### src/rtl/memctrl_pkg.sv
// Shared widths, the default I/O window base and the requester type used by
// the byte-serial memory controller and its arbiter.
package memctrl_pkg;

   localparam int ADDR_W = 32;
   localparam int DATA_W = 32;
   localparam int LEN_W  = 3;

   localparam logic [ADDR_W-1:0] IO_BASE_DEFAULT = 32'h0003_0000;

   typedef enum logic {
      REQ_IC = 1'b0,
      REQ_DC = 1'b1
   } requester_t;

   // Any byte count other than 1 or 2 is a full word.
   function automatic logic [LEN_W-1:0] norm_len(input logic [LEN_W-1:0] len);
      case (len)
         3'd1, 3'd2: norm_len = len;
         default:    norm_len = 3'd4;
      endcase
   endfunction

endpackage

### src/rtl/memctrl_arb.sv
// Two-requester round-robin grant: a lone requester wins, and on a tie the
// side that was not granted last time wins.
module memctrl_arb
   import memctrl_pkg::*;
(
   input  logic       ic_req,
   input  logic       dc_req,
   input  requester_t last_grant,
   output logic       grant_valid,
   output requester_t grant
);

   always_comb begin
      grant_valid = ic_req | dc_req;
      grant       = REQ_IC;
      if (dc_req && (!ic_req || last_grant == REQ_IC))
         grant = REQ_DC;
   end

endmodule

### src/rtl/memctrl.sv
// Byte-serial memory controller sharing one 8-bit RAM port between the
// instruction fetch path and the data load/store path.
module memctrl
   import memctrl_pkg::*;
#(
   parameter logic [ADDR_W-1:0] IO_BASE = IO_BASE_DEFAULT
) (
   input  logic              clk,
   input  logic              rst,
   input  logic              rdy,
   input  logic              clr,
   input  logic              iIC_en,
   input  logic [ADDR_W-1:0] iIC_pc,
   output logic              oIC_done,
   output logic [DATA_W-1:0] oIC_dt,
   input  logic              iDC_en,
   input  logic              iDC_ls,
   input  logic [ADDR_W-1:0] iDC_pc,
   input  logic [DATA_W-1:0] iDC_dt,
   input  logic [LEN_W-1:0]  iDC_len,
   output logic              oDC_done,
   output logic [DATA_W-1:0] oDC_dt,
   input  logic [7:0]        mem_din,
   output logic [7:0]        mem_dout,
   output logic [ADDR_W-1:0] mem_a,
   output logic              mem_wr,
   input  logic              io_buffer_full
);

   typedef enum logic [1:0] {IDLE, READ, WRITE, DONE} state_t;

   state_t            state;
   requester_t        owner, last_grant, grant;
   logic              grant_valid;
   logic [ADDR_W-1:0] pc, next_addr;
   logic [DATA_W-1:0] dt, result, result_nxt;
   logic [LEN_W-1:0]  len, cnt;
   logic [1:0]        rd_sel, wr_sel;
   logic              wr_q, io_stall;

   memctrl_arb u_arb (
      .ic_req      (iIC_en),
      .dc_req      (iDC_en),
      .last_grant  (last_grant),
      .grant_valid (grant_valid),
      .grant       (grant)
   );

   // Synchronous RAM: the byte for address k shows up on mem_din one cycle
   // later, so when cnt=k+1 the incoming byte belongs in lane k.
   always_comb begin
      io_stall   = (pc >= IO_BASE) && io_buffer_full;
      rd_sel     = cnt[1:0] - 2'd1;
      wr_sel     = cnt[1:0] + 2'd1;
      next_addr  = pc + {29'd0, cnt} + 32'd1;
      result_nxt = result;
      if (cnt != 3'd0)
         result_nxt[{rd_sel, 3'b000} +: 8] = mem_din;
   end

   assign mem_wr = wr_q & rdy & ~io_stall;

   // Port outputs are registered alongside the state; with rdy low everything
   // holds and only the combinational write strobe is gated off.
   always_ff @(posedge clk) begin
      if (rst) begin
         state      <= IDLE;
         owner      <= REQ_IC;
         last_grant <= REQ_IC;
         pc         <= '0;
         dt         <= '0;
         len        <= '0;
         cnt        <= '0;
         result     <= '0;
         wr_q       <= 1'b0;
         mem_a      <= '0;
         mem_dout   <= '0;
         oIC_done   <= 1'b0;
         oDC_done   <= 1'b0;
         oIC_dt     <= '0;
         oDC_dt     <= '0;
      end else if (rdy) begin
         wr_q     <= 1'b0;
         mem_a    <= '0;
         mem_dout <= '0;
         oIC_done <= 1'b0;
         oDC_done <= 1'b0;
         oIC_dt   <= '0;
         oDC_dt   <= '0;
         case (state)
            IDLE: begin
               if (grant_valid && !clr) begin
                  owner      <= grant;
                  last_grant <= grant;
                  cnt        <= '0;
                  result     <= '0;
                  if (grant == REQ_DC) begin
                     pc    <= iDC_pc;
                     dt    <= iDC_dt;
                     len   <= norm_len(iDC_len);
                     mem_a <= iDC_pc;
                     if (iDC_ls) begin
                        mem_dout <= iDC_dt[7:0];
                        wr_q     <= 1'b1;
                        state    <= WRITE;
                     end else begin
                        state <= READ;
                     end
                  end else begin
                     pc    <= iIC_pc;
                     dt    <= '0;
                     len   <= 3'd4;
                     mem_a <= iIC_pc;
                     state <= READ;
                  end
               end
            end
            READ: begin
               if (clr) begin
                  state <= IDLE;
               end else begin
                  result <= result_nxt;
                  cnt    <= cnt + 3'd1;
                  if (cnt == len) begin
                     state <= DONE;
                     if (owner == REQ_DC) begin
                        oDC_done <= 1'b1;
                        oDC_dt   <= result_nxt;
                     end else begin
                        oIC_done <= 1'b1;
                        oIC_dt   <= result_nxt;
                     end
                  end else if (cnt + 3'd1 < len) begin
                     mem_a <= next_addr;
                  end
               end
            end
            WRITE: begin
               if (io_stall) begin
                  wr_q     <= 1'b1;
                  mem_a    <= mem_a;
                  mem_dout <= mem_dout;
               end else if (cnt == len - 3'd1) begin
                  state    <= DONE;
                  oDC_done <= 1'b1;
                  oDC_dt   <= result;
               end else begin
                  cnt      <= cnt + 3'd1;
                  wr_q     <= 1'b1;
                  mem_a    <= next_addr;
                  mem_dout <= dt[{wr_sel, 3'b000} +: 8];
               end
            end
            DONE:    state <= IDLE;
            default: state <= IDLE;
         endcase
      end
   end

endmodule
### config.mk
export PLATFORM = sky130hd
export DESIGN_NAME = memctrl
export DESIGN_NICKNAME = d
export VERILOG_FILES = /design/src/rtl/memctrl_pkg.sv /design/src/rtl/memctrl_arb.sv /design/src/rtl/memctrl.sv
export SDC_FILE = /design/constraint.sdc
export NUM_CORES = 1
export LEC_CHECK = 0
export CAP_MARGIN = 10
export CORE_MARGIN = 2
export CORE_UTILIZATION = 27
export CTS_CLUSTER_DIAMETER = 50
export DETAILED_ROUTE_END_ITERATION = 8
export PLACE_DENSITY = 0.58
export SETUP_SLACK_MARGIN = 0.15
export SLEW_MARGIN = 25
export SYNTH_ARGS = -nofsm -noshare
export SYNTH_HDL_FRONTEND = slang
export SYNTH_SLANG_ARGS = --single-unit
### constraint.sdc
create_clock -name clk -period 5.24 [get_ports clk]
set_input_delay 1.572 -clock clk [delete_from_list [all_inputs] [get_ports clk]]
set_output_delay 1.572 -clock clk [all_outputs]
set_load 0.01 [all_outputs]
==> impl_metrics.env, run 1 <==
export IMPL_status="complete, no violations"
export IMPL_worst_pin_slew_ps=966
export IMPL_cts_buffers=31
export IMPL_p_per_area_mw_per_mm2=321
export IMPL_ys_ff_latch=212
export IMPL_cts_tree="yes"
export IMPL_path_max_fanout=7
export IMPL_routedWlPerCell_um=18.1
export IMPL_start_util_pct=27.5
export IMPL_rsz0062_at_grt="no"
export IMPL_via_per_inst=5.15
export IMPL_crit_required_ps=3670
export IMPL_fillers=3713
export IMPL_coreArea_mm2=0.0367
export IMPL_clock_path_buffers=3
export IMPL_grt_pass1_vias=9238
export IMPL_ys_warn_count=0
export IMPL_hold_path_depth=2
export IMPL_synth_area_per_cell_um2=8.44
export IMPL_row_count=70
export IMPL_clk_pin_slew_ps=60
export IMPL_worstSkewPairLatency_ps=560
export IMPL_hold_viol=0
export IMPL_setup_ws_ps=611
export IMPL_yosysTopAreaCellShare_pct=42.0
export IMPL_cellLeakagePower_nw=4.82
export IMPL_grt_pass1_wl_mm=52.8
export IMPL_post_route_min_period_ps=4630
export IMPL_syn_inst=1197
export IMPL_portBuffers=221
export IMPL_fin_crit_sh_pct=88.3
export IMPL_setup_viol=0
export IMPL_synth_enable_flop_cells=0
export IMPL_die_y_um=197
export IMPL_drc=0
export IMPL_ios=222
export IMPL_endpoint_kind="output pin"
export IMPL_synth_area_mm2=0.0101
export IMPL_grt_ovfl_total=0
export IMPL_route_vias_total=9628
export IMPL_antenna_found_initial=2
export IMPL_drive_gt1_share_pct=7.36
export IMPL_synthArstFlopShare_pct=0
export IMPL_fmax_ghz=0.216
export IMPL_tns_ps=0
export IMPL_synth_top_cell_by_area="dfxtp_1"
export IMPL_cts_repair_resized=0
export IMPL_synth_fp_nets=1331
export IMPL_ys_seq_area_share_pct=42.0
export IMPL_maxCapViolCount=0
export IMPL_yosysUniqueCellTypes=62
export IMPL_finish_utilization_pct=37.4
export IMPL_ff2ff_path_depth=9
export IMPL_maxSlewViolCount=0
export IMPL_grtUsageTotal_pct=17.0
export IMPL_dieArea_mm2=0.0390
export IMPL_syn2layout_area_growth_pct=36.0
export IMPL_synth_common_cells="dfxtp_1, nand2_1, nor2_1, nand3_1, a21oi_1"
export IMPL_drt_pass1_iter_count=5
export IMPL_clock_skew_ps=14.1
export IMPL_grt_start_max_net_pins=98
export IMPL_ctsHtreeMaxLevel=1
export IMPL_synth_flop_cell="dfxtp_1"
export IMPL_dp_hpwl_mm=23.3
export IMPL_timing_slew_headroom_pct=35.0
export IMPL_min_path_type="reg -> reg"
export IMPL_worstSetupPathType="in -> out"
export IMPL_cts_root_buffer="clkbuf_16"
export IMPL_peakVddDrop_mv=0.228
export IMPL_drt_iter0_drc=768
export IMPL_routabilityCongestion=0.783
export IMPL_post_cts_buffers=0
export IMPL_antenna_left=0
export IMPL_design_area_mm2=0.0137
export IMPL_pre_cts_slack_ps=605
export IMPL_routed_wl_mm=33.8
export IMPL_dieWidth_um=197
export IMPL_synth_most_common_cell="dfxtp_1"
export IMPL_power_mw=4.40
export IMPL_setup_worst_path_start_class="input pin"
export IMPL_ctsHoldBuffers=0
export IMPL_nets=1508
export IMPL_place_area_mm2=0.0127
export IMPL_ys_top_cells_by_area="dfxtp_1, nand2_1, a22oi_1"
export IMPL_arrival_ps=3060
export IMPL_cts_sinks=212
-- routing by layer --
metal	up-vias	GRT usage, %	part of all wire (%)
met5	-	0	0.038
met2	300	28.3	47
met1	4569	22.4	43
met4	2	5.57	2.5
met3	52	2.83	6.6
li1	4705	-	-
-- cell families (layout without fill, tap and decap cells) --
| logic type | count (synthesis) | count (layout) | share of synthesized area (%) |
|---|---|---|---|
| simple gates | 476 | 476 | 21.9 |
| compound gates | 309 | 309 | 21.7 |
| flops | 212 | 212 | 42.0 |
| buf+inv | 118 | 320 | 4.87 |
| mux | 43 | 43 | 5.25 |
| xor+xnor | 20 | 20 | 1.87 |
| fa+ha+maj | 19 | 19 | 2.43 |
| other cells | 0 | 1 | 0 |
-- metrics by stage --
stage | instances | hold WS, ps
floorplan | 1197 | 429
global placement | 1809 | 436
detailed placement | 1809 | 443
CTS | 1867 | 451
global route | 1868 | 460
finish | 1868 | 452
-- registers in the layout, summed over array words and instances (netlist names) --
| signal | cells |
|---|---|
| state | 2 |
| mem_a | 32 |
| cnt | 3 |
| wr_q | 1 |
| oDC_done | 1 |
| oDC_dt | 32 |
| result | 32 |
| oIC_done | 1 |
| len | 3 |
| oIC_dt | 32 |
| mem_dout | 8 |
| last_grant | 1 |
| pc | 32 |
| dt | 32 |
-- placed cells by master (no fill, tap or decap), types with 10 or more instances in the layout --
cell and n:
or3_1 15, a22o_1 32, ha_1 17, a21oi_1 79
a31oi_1 17, nand4_1 11, nor4_1 17, nor2_1 115
clkdlybuf4s50_1 220, buf_4 20, nand2_1 175, o211ai_1 15
inv_1 20, xnor2_1 10, a22oi_1 65, nand3_1 89
dfxtp_1 212, a211oi_1 35, mux2i_1 35, clkbuf_16 31
nor3_1 16
-- worst paths after layout --
kind                       start                endpoint  slack [ps]
max               io_buffer_full                  mem_wr         610
max reg2reg  cnt[1]$_SDFFE_PP0P_  mem_a[30]$_SDFFE_PP0P_        2230
min reg2reg  dt[10]$_SDFFE_PP0P_     dt[10]$_SDFFE_PP0P_         450
min          dt[10]$_SDFFE_PP0P_     dt[10]$_SDFFE_PP0P_         450
-- final cells by class --
| cell class | count | area [µm²] | share of cell area, % |
|---|---|---|---|
| Antenna cell | 1 | 2.50 | 0.0182 |
| Clock buffer | 38 | 822 | 5.99 |
| Clock inverter | 20 | 209 | 1.52 |
| Inverter | 21 | 78.8 | 0.574 |
| Multi-Input combinational cell | 867 | 5420 | 39.5 |
| Sequential cell | 212 | 4240 | 30.9 |
| Tap cell | 468 | 586 | 4.26 |
| Timing Repair Buffer | 241 | 2370 | 17.3 |
-- where the power goes --
part           total, mW  internal [mW]  switching (mW)  leakage (nW)
combinational      0.600          0.253           0.346          2.60
sequential          1.73           1.67          0.0615          1.72
clock               2.07           1.24           0.833         0.502
total               4.40           3.16            1.24          4.82
-- critical path: stages --
cell	delay, ps
clkdlybuf4s50_1	450
inv_1	60
a41oi_4	370
nor2_1	90
clkdlybuf4s50_1	510
(Power assumes the default switching activity.)
==> run 2: changes to the inputs <==
GPL_TIMING_DRIVEN = 0   (was default)
SETUP_SLACK_MARGIN = default   (was 0.15)
==> run 2 against run 1 <==
Effect of this change: worst setup slack worse by 37 ps; final area up 1.4%; fmax down 0.79%; utilization up 0.53 points; largest power group unchanged.
==> impl_metrics.env, run 2 (synthesized netlist as in run 1, its figures left out) <==
export IMPL_grt_ovfl_total=0
export IMPL_maxCapViolCount=0
export IMPL_setup_worst_path_start_class="input pin"
export IMPL_setup_ws_ps=574
export IMPL_cts_tree="yes"
export IMPL_clock_path_buffers=3
export IMPL_antenna_found_initial=2
export IMPL_nets=1585
export IMPL_hold_ws_ps=447
export IMPL_start_util_pct=27.5
export IMPL_peakVddDrop_mv=0.231
export IMPL_fin_crit_sh_pct=89.1
export IMPL_worstSetupPathType="in -> out"
export IMPL_die_y_um=197
export IMPL_dp_cells=1886
export IMPL_fmax_ghz=0.214
export IMPL_drt_iter0_drc=724
export IMPL_syn2layout_area_growth_pct=37.9
export IMPL_worstSkewPairLatency_ps=560
export IMPL_cts_repair_resized=0
export IMPL_hold_start="result[0]$_SDFFE_PP0P_"
export IMPL_tns_ps=0
export IMPL_r2r_start="cnt[0]$_SDFFE_PP0P_"
export IMPL_grt_start_max_net_pins=16
export IMPL_route_vias_total=10200
export IMPL_cts_sinks=212
export IMPL_ctsHtreeMaxLevel=1
export IMPL_ctsHoldBuffers=0
export IMPL_hold_viol=0
export IMPL_dieArea_mm2=0.0390
export IMPL_rsz0062_at_grt="no"
export IMPL_cts_root_buffer="clkbuf_16"
export IMPL_coreArea_mm2=0.0367
export IMPL_final_cell_mix="clkdlybuf4s50_1, dfxtp_1, nand2_1, nor2_1, nand3_1"
export IMPL_post_route_min_period_ps=4670
export IMPL_row_count=70
export IMPL_antennaDiodeCount=0
export IMPL_timing_slew_headroom_pct=36.0
export IMPL_portBuffers=220
export IMPL_arrival_ps=3090
export IMPL_worst_pin_slew_ps=960
export IMPL_ff2ff_path_depth=10
export IMPL_drive_gt1_share_pct=6.92
export IMPL_ios=222
export IMPL_dp_hpwl_mm=28.2
export IMPL_hold_path_depth=2
export IMPL_p_per_area_mw_per_mm2=318
export IMPL_clk_pin_slew_ps=50
export IMPL_routedWlPerCell_um=19.2
export IMPL_min_to="oDC_dt[0]$_SDFFE_PP0P_"
export IMPL_final_common_cell="clkdlybuf4s50_1"
export IMPL_reg2reg_slack_ps=1230
export IMPL_via_per_inst=5.23
export IMPL_clock_skew_ps=27.5
export IMPL_setup_viol=0
export IMPL_maxSlewViolCount=0
export IMPL_dieWidth_um=197
export IMPL_grt_pass1_vias=9906
export IMPL_antenna_left=0
export IMPL_worstReg2RegEnd="mem_a[18]$_SDFFE_PP0P_"
export IMPL_path_max_fanout=7
export IMPL_drt_pass1_iter_count=5
export IMPL_grtUsageTotal_pct=18.7
export IMPL_cellLeakagePower_nw=4.91
export IMPL_min_path_type="reg -> reg"
export IMPL_crit_required_ps=3670
export IMPL_grt_pass1_wl_mm=57.1
export IMPL_drc=0
export IMPL_stdcell_count=1941
export IMPL_cts_buffers=31
export IMPL_endpoint_kind="output pin"
export IMPL_fillers=3731
export IMPL_pre_cts_slack_ps=563
export IMPL_post_cts_buffers=0
export IMPL_routed_wl_mm=37.2
export IMPL_status="complete, no violations"
export IMPL_routabilityCongestion=0.877
[run 2: worst max path at each step]
stage	startpoint	to	slack, ps	depth (start not counted)
after CTS	io_buffer_full	mem_wr	550	5
after detailed placement	io_buffer_full	mem_wr	560	5
final	io_buffer_full	mem_wr	570	5
after global routing	io_buffer_full	mem_wr	510	5
after global placement	io_buffer_full	mem_wr	570	5
after floorplan	io_buffer_full	mem_wr	1650	3
[run 2: cell type report]
type	instances	area [µm²]	area share, %
multi-input cells	867	5370	38.6
flip-flops and latches	212	4240	30.5
repair buffers	221	2210	15.8
clock buffers	39	856	6.15
well taps	468	586	4.20
plain buffers	97	413	2.96
clock inverters	16	169	1.21
inverters	21	78.8	0.566
[run 2: metal layers]
metal,global-route usage [%],vias up,part of all wire (%)
met1,24.7,4884,45
li1,-,4863,-
met2,31.2,339,47
met3,3.02,65,5.8
met4,5.68,4,2.4
met5,0,-,0.073
[run 2: critical path: stages]
cell and delay, ps:
clkdlybuf4s50_1 460, inv_1 70, a41oi_4 350, nor2_1 130
clkdlybuf4s50_1 510
[run 2: through the flow]
step	power, mW	instance area (µm²)	utilization (%)
3_5_place_dp	2.40	12900	35.2
3_3_place_gp	2.38	12900	35.1
5_1_grt	4.59	13900	38.0
6_report	4.43	13900	38.0
2_1_floorplan	2.10	10100	-
4_1_cts	4.46	13900	38.0
[run 2: report_power, final]
part           internal [mW]  leakage [nW]  switching, mW
sequential              1.67          1.72         0.0553
clock                   1.26         0.495          0.801
combinational          0.260          2.70          0.382
==> run 3: changes to the inputs <==
ABC_AREA = 1   (was default)
PLACE_DENSITY = 0.57   (was 0.58)
==> run 3 against run 2 <==
Effect of this change: critical endpoint unchanged; clock skew is 7.2 ps lower; utilization is 1.1 points lower; synthesized cell count is 43% higher; final area is 7.9% higher; global-route usage is 1.4 points higher; wire length is 18% higher; clock power is 2% higher; critical path depth is 1 lower; die area is 9.9% higher; non-clock buffer count is 1 higher; worst setup slack better by 2.8 ps; sequential cell count stayed put.
==> impl_metrics.env, run 3 <==
export IMPL_synth_common_cells="nand2_1, dfxtp_1, a21oi_1, nor2_1, nand3_1"
export IMPL_maxCapViolCount=0
export IMPL_arrival_ps=3090
export IMPL_p_sw_mw=1.60
export IMPL_synth_top_cell_by_area="dfxtp_1"
export IMPL_drc=0
export IMPL_setup_viol=0
export IMPL_status="complete, no violations"
export IMPL_drive_gt1_share_pct=6.82
export IMPL_clock_path_buffers=3
export IMPL_routed_wl_mm=43.8
export IMPL_fin_crit_sh_pct=89.0
export IMPL_min_path_type="reg -> reg"
export IMPL_cts_tree="yes"
export IMPL_worstSetupPathType="in -> out"
export IMPL_endpoint_kind="output pin"
export IMPL_antenna_found_initial=3
export IMPL_worst_path_largest_cell_delay_ps=570
export IMPL_dp_cells=2468
export IMPL_reg2reg_slack_ps=1910
export IMPL_grtUsageTotal_pct=20.1
export IMPL_seqPwrFrac_pct=36.4
export IMPL_rsz0062_at_grt="no"
export IMPL_yosysUniqueCellTypes=37
export IMPL_dp_hpwl_mm=34.2
export IMPL_worst_path_max_delay_cell="clkdlybuf4s50_1"
export IMPL_worst_pin_slew_ps=770
export IMPL_fmax_ghz=0.214
export IMPL_nets=2103
export IMPL_crit_required_ps=3670
export IMPL_grt_pass1_vias=11600
export IMPL_syn_inst=1715
export IMPL_p_sw_share_pct=32.8
export IMPL_tns_ps=0
export IMPL_ys_seq_area_share_pct=38.2
export IMPL_hold_ws_ps=462
export IMPL_timing_slew_headroom_pct=48.5
export IMPL_synthArstFlopShare_pct=0
export IMPL_clk_pin_slew_ps=50
export IMPL_portBuffers=221
export IMPL_drt_pass1_iter_count=5
export IMPL_cts_sinks=212
export IMPL_p_comb_share_pct=20.7
export IMPL_finish_utilization_pct=36.9
export IMPL_p_int_mw=3.28
export IMPL_post_route_min_period_ps=4660
export IMPL_routedWlPerCell_um=17.3
export IMPL_dieArea_mm2=0.0428
export IMPL_ys_ff_latch=212
export IMPL_crit_chain="clkdlybuf4s50_1 > nand2_2 > and3_1 > clkdlybuf4s50_1"
export IMPL_die_y_um=207
export IMPL_cts_buffers=31
export IMPL_grt_start_max_net_pins=16
export IMPL_ios=222
export IMPL_synth_area_mm2=0.0111
export IMPL_peakVddDrop_mv=0.216
export IMPL_synth_area_per_cell_um2=6.48
export IMPL_via_per_inst=4.78
export IMPL_yosysTopAreaCellShare_pct=38.2
export IMPL_synth_enable_flop_cells=0
export IMPL_hold_viol=0
export IMPL_ys_top_cells_by_area="dfxtp_1, nand2_1, a21oi_1"
export IMPL_route_vias_total=12100
export IMPL_syn2layout_area_growth_pct=35.2
export IMPL_p_per_area_mw_per_mm2=325
export IMPL_maxSlewViolCount=0
export IMPL_pwr_share_clk_pct=42.9
export IMPL_ff2ff_path_depth=15
export IMPL_ctsHtreeMaxLevel=1
export IMPL_post_cts_buffers=0
export IMPL_clock_skew_ps=20.3
export IMPL_setup_worst_path_start_class="input pin"
export IMPL_final_common_cell="nand2_1"
export IMPL_ys_warn_count=0
export IMPL_drt_iter0_drc=801
export IMPL_row_count=74
export IMPL_ctsHoldBuffers=0
export IMPL_routabilityCongestion=0.963
export IMPL_worstSkewPairLatency_ps=590
export IMPL_synth_most_common_cell="nand2_1"
export IMPL_grt_pass1_wl_mm=65.8
export IMPL_r2r_start="cnt[0]$_SDFFE_PP0P_"
export IMPL_dieWidth_um=207
export IMPL_critPathLaunch="io_buffer_full"
export IMPL_path_common_cell="clkdlybuf4s50_1"
export IMPL_path_max_fanout=10
export IMPL_final_cell_mix="nand2_1, clkdlybuf4s50_1, dfxtp_1, a21oi_1, nor2_1"
export IMPL_synth_flop_cell="dfxtp_1"
export IMPL_cts_repair_resized=0
export IMPL_start_util_pct=27.3
export IMPL_coreArea_mm2=0.0407
export IMPL_critPathCapture="mem_wr"
export IMPL_cts_root_buffer="clkbuf_16"
export IMPL_antenna_left=0
export IMPL_synth_fp_nets=1849
export IMPL_cellLeakagePower_nw=5.73
export IMPL_stdcell_count=2528
export IMPL_grt_ovfl_total=0
export IMPL_worstReg2RegEnd="oDC_dt[24]$_SDFFE_PP0P_"
## run 3: routing by layer
| layer | track usage, % | wire, µm | up-vias | share of wire [%] |
|---|---|---|---|---|
| met4 | 5.93 | 1020 | 2 | 2.3 |
| met1 | 25.2 | 19100 | 5610 | 44 |
| met2 | 35.5 | 21100 | 337 | 48 |
| li1 | - | - | 6072 | - |
| met5 | 0 | 16 | - | 0.037 |
| met3 | 2.72 | 2580 | 69 | 5.9 |
## run 3: how the worst min path moves through the flow
stage | to | from | cells past startpoint | slack (ps)
global placement | wr_q$_SDFFE_PP0P_ | wr_q$_SDFFE_PP0P_ | 2 | 450
detailed placement | oIC_dt[4]$_SDFFE_PP0P_ | oIC_dt[4]$_SDFFE_PP0P_ | 2 | 460
finish | dt[11]$_SDFFE_PP0P_ | dt[11]$_SDFFE_PP0P_ | 2 | 460
global route | oDC_dt[0]$_SDFFE_PP0P_ | oDC_dt[0]$_SDFFE_PP0P_ | 2 | 480
floorplan | dt[11]$_SDFFE_PP0P_ | dt[11]$_SDFFE_PP0P_ | 2 | 440
CTS | dt[8]$_SDFFE_PP0P_ | dt[8]$_SDFFE_PP0P_ | 2 | 460
## run 3: cell type report
class | instances | area [µm²]
fillers | 4422 | 25700
multi-input cells | 1301 | 6030
flip-flops and latches | 212 | 4240
repair buffers | 221 | 2210
clock buffers | 34 | 807
well taps | 532 | 666
plain buffers | 98 | 449
inverters | 104 | 390
clock inverters | 24 | 225
diodes | 2 | 5.00
## run 3: cell families (layout without fill, tap and decap cells)
family	Yosys count	in the layout	synth area share, %
AO/OA/AOI/OAI	359	359	17.7
adder cells (fa/ha/maj)	19	19	2.21
flip-flops	212	212	38.2
XOR/XNOR	10	10	0.788
AND/OR/NAND/NOR	913	913	33.6
buffers and inverters	202	481	7.55
other	0	2	0
## run 3: power by group through the flow
stage	sequential (mW)	combinational (mW)	clock, mW
global placement	1.81	1.00	0
finish	1.78	1.01	2.10
global route	1.79	1.12	2.20
floorplan	1.80	0.613	0
CTS	1.78	1.01	2.13
detailed placement	1.81	1.01	0
## run 3: per-stage QoR
step / setup slack, ps / cell area (µm²) / power [mW]
final: 577 / 15000 / 4.89
after global routing: 530 / 15000 / 5.11
after CTS: 590 / 15000 / 4.92
after detailed placement: 604 / 14000 / 2.82
after global placement: 572 / 14000 / 2.81
after floorplan: 1740 / 11100 / 2.41
## run 3: critical path, delay by kind of cell
kind          cells  cell delay (ps)
buf+inv           2             1010
simple gates      2              510
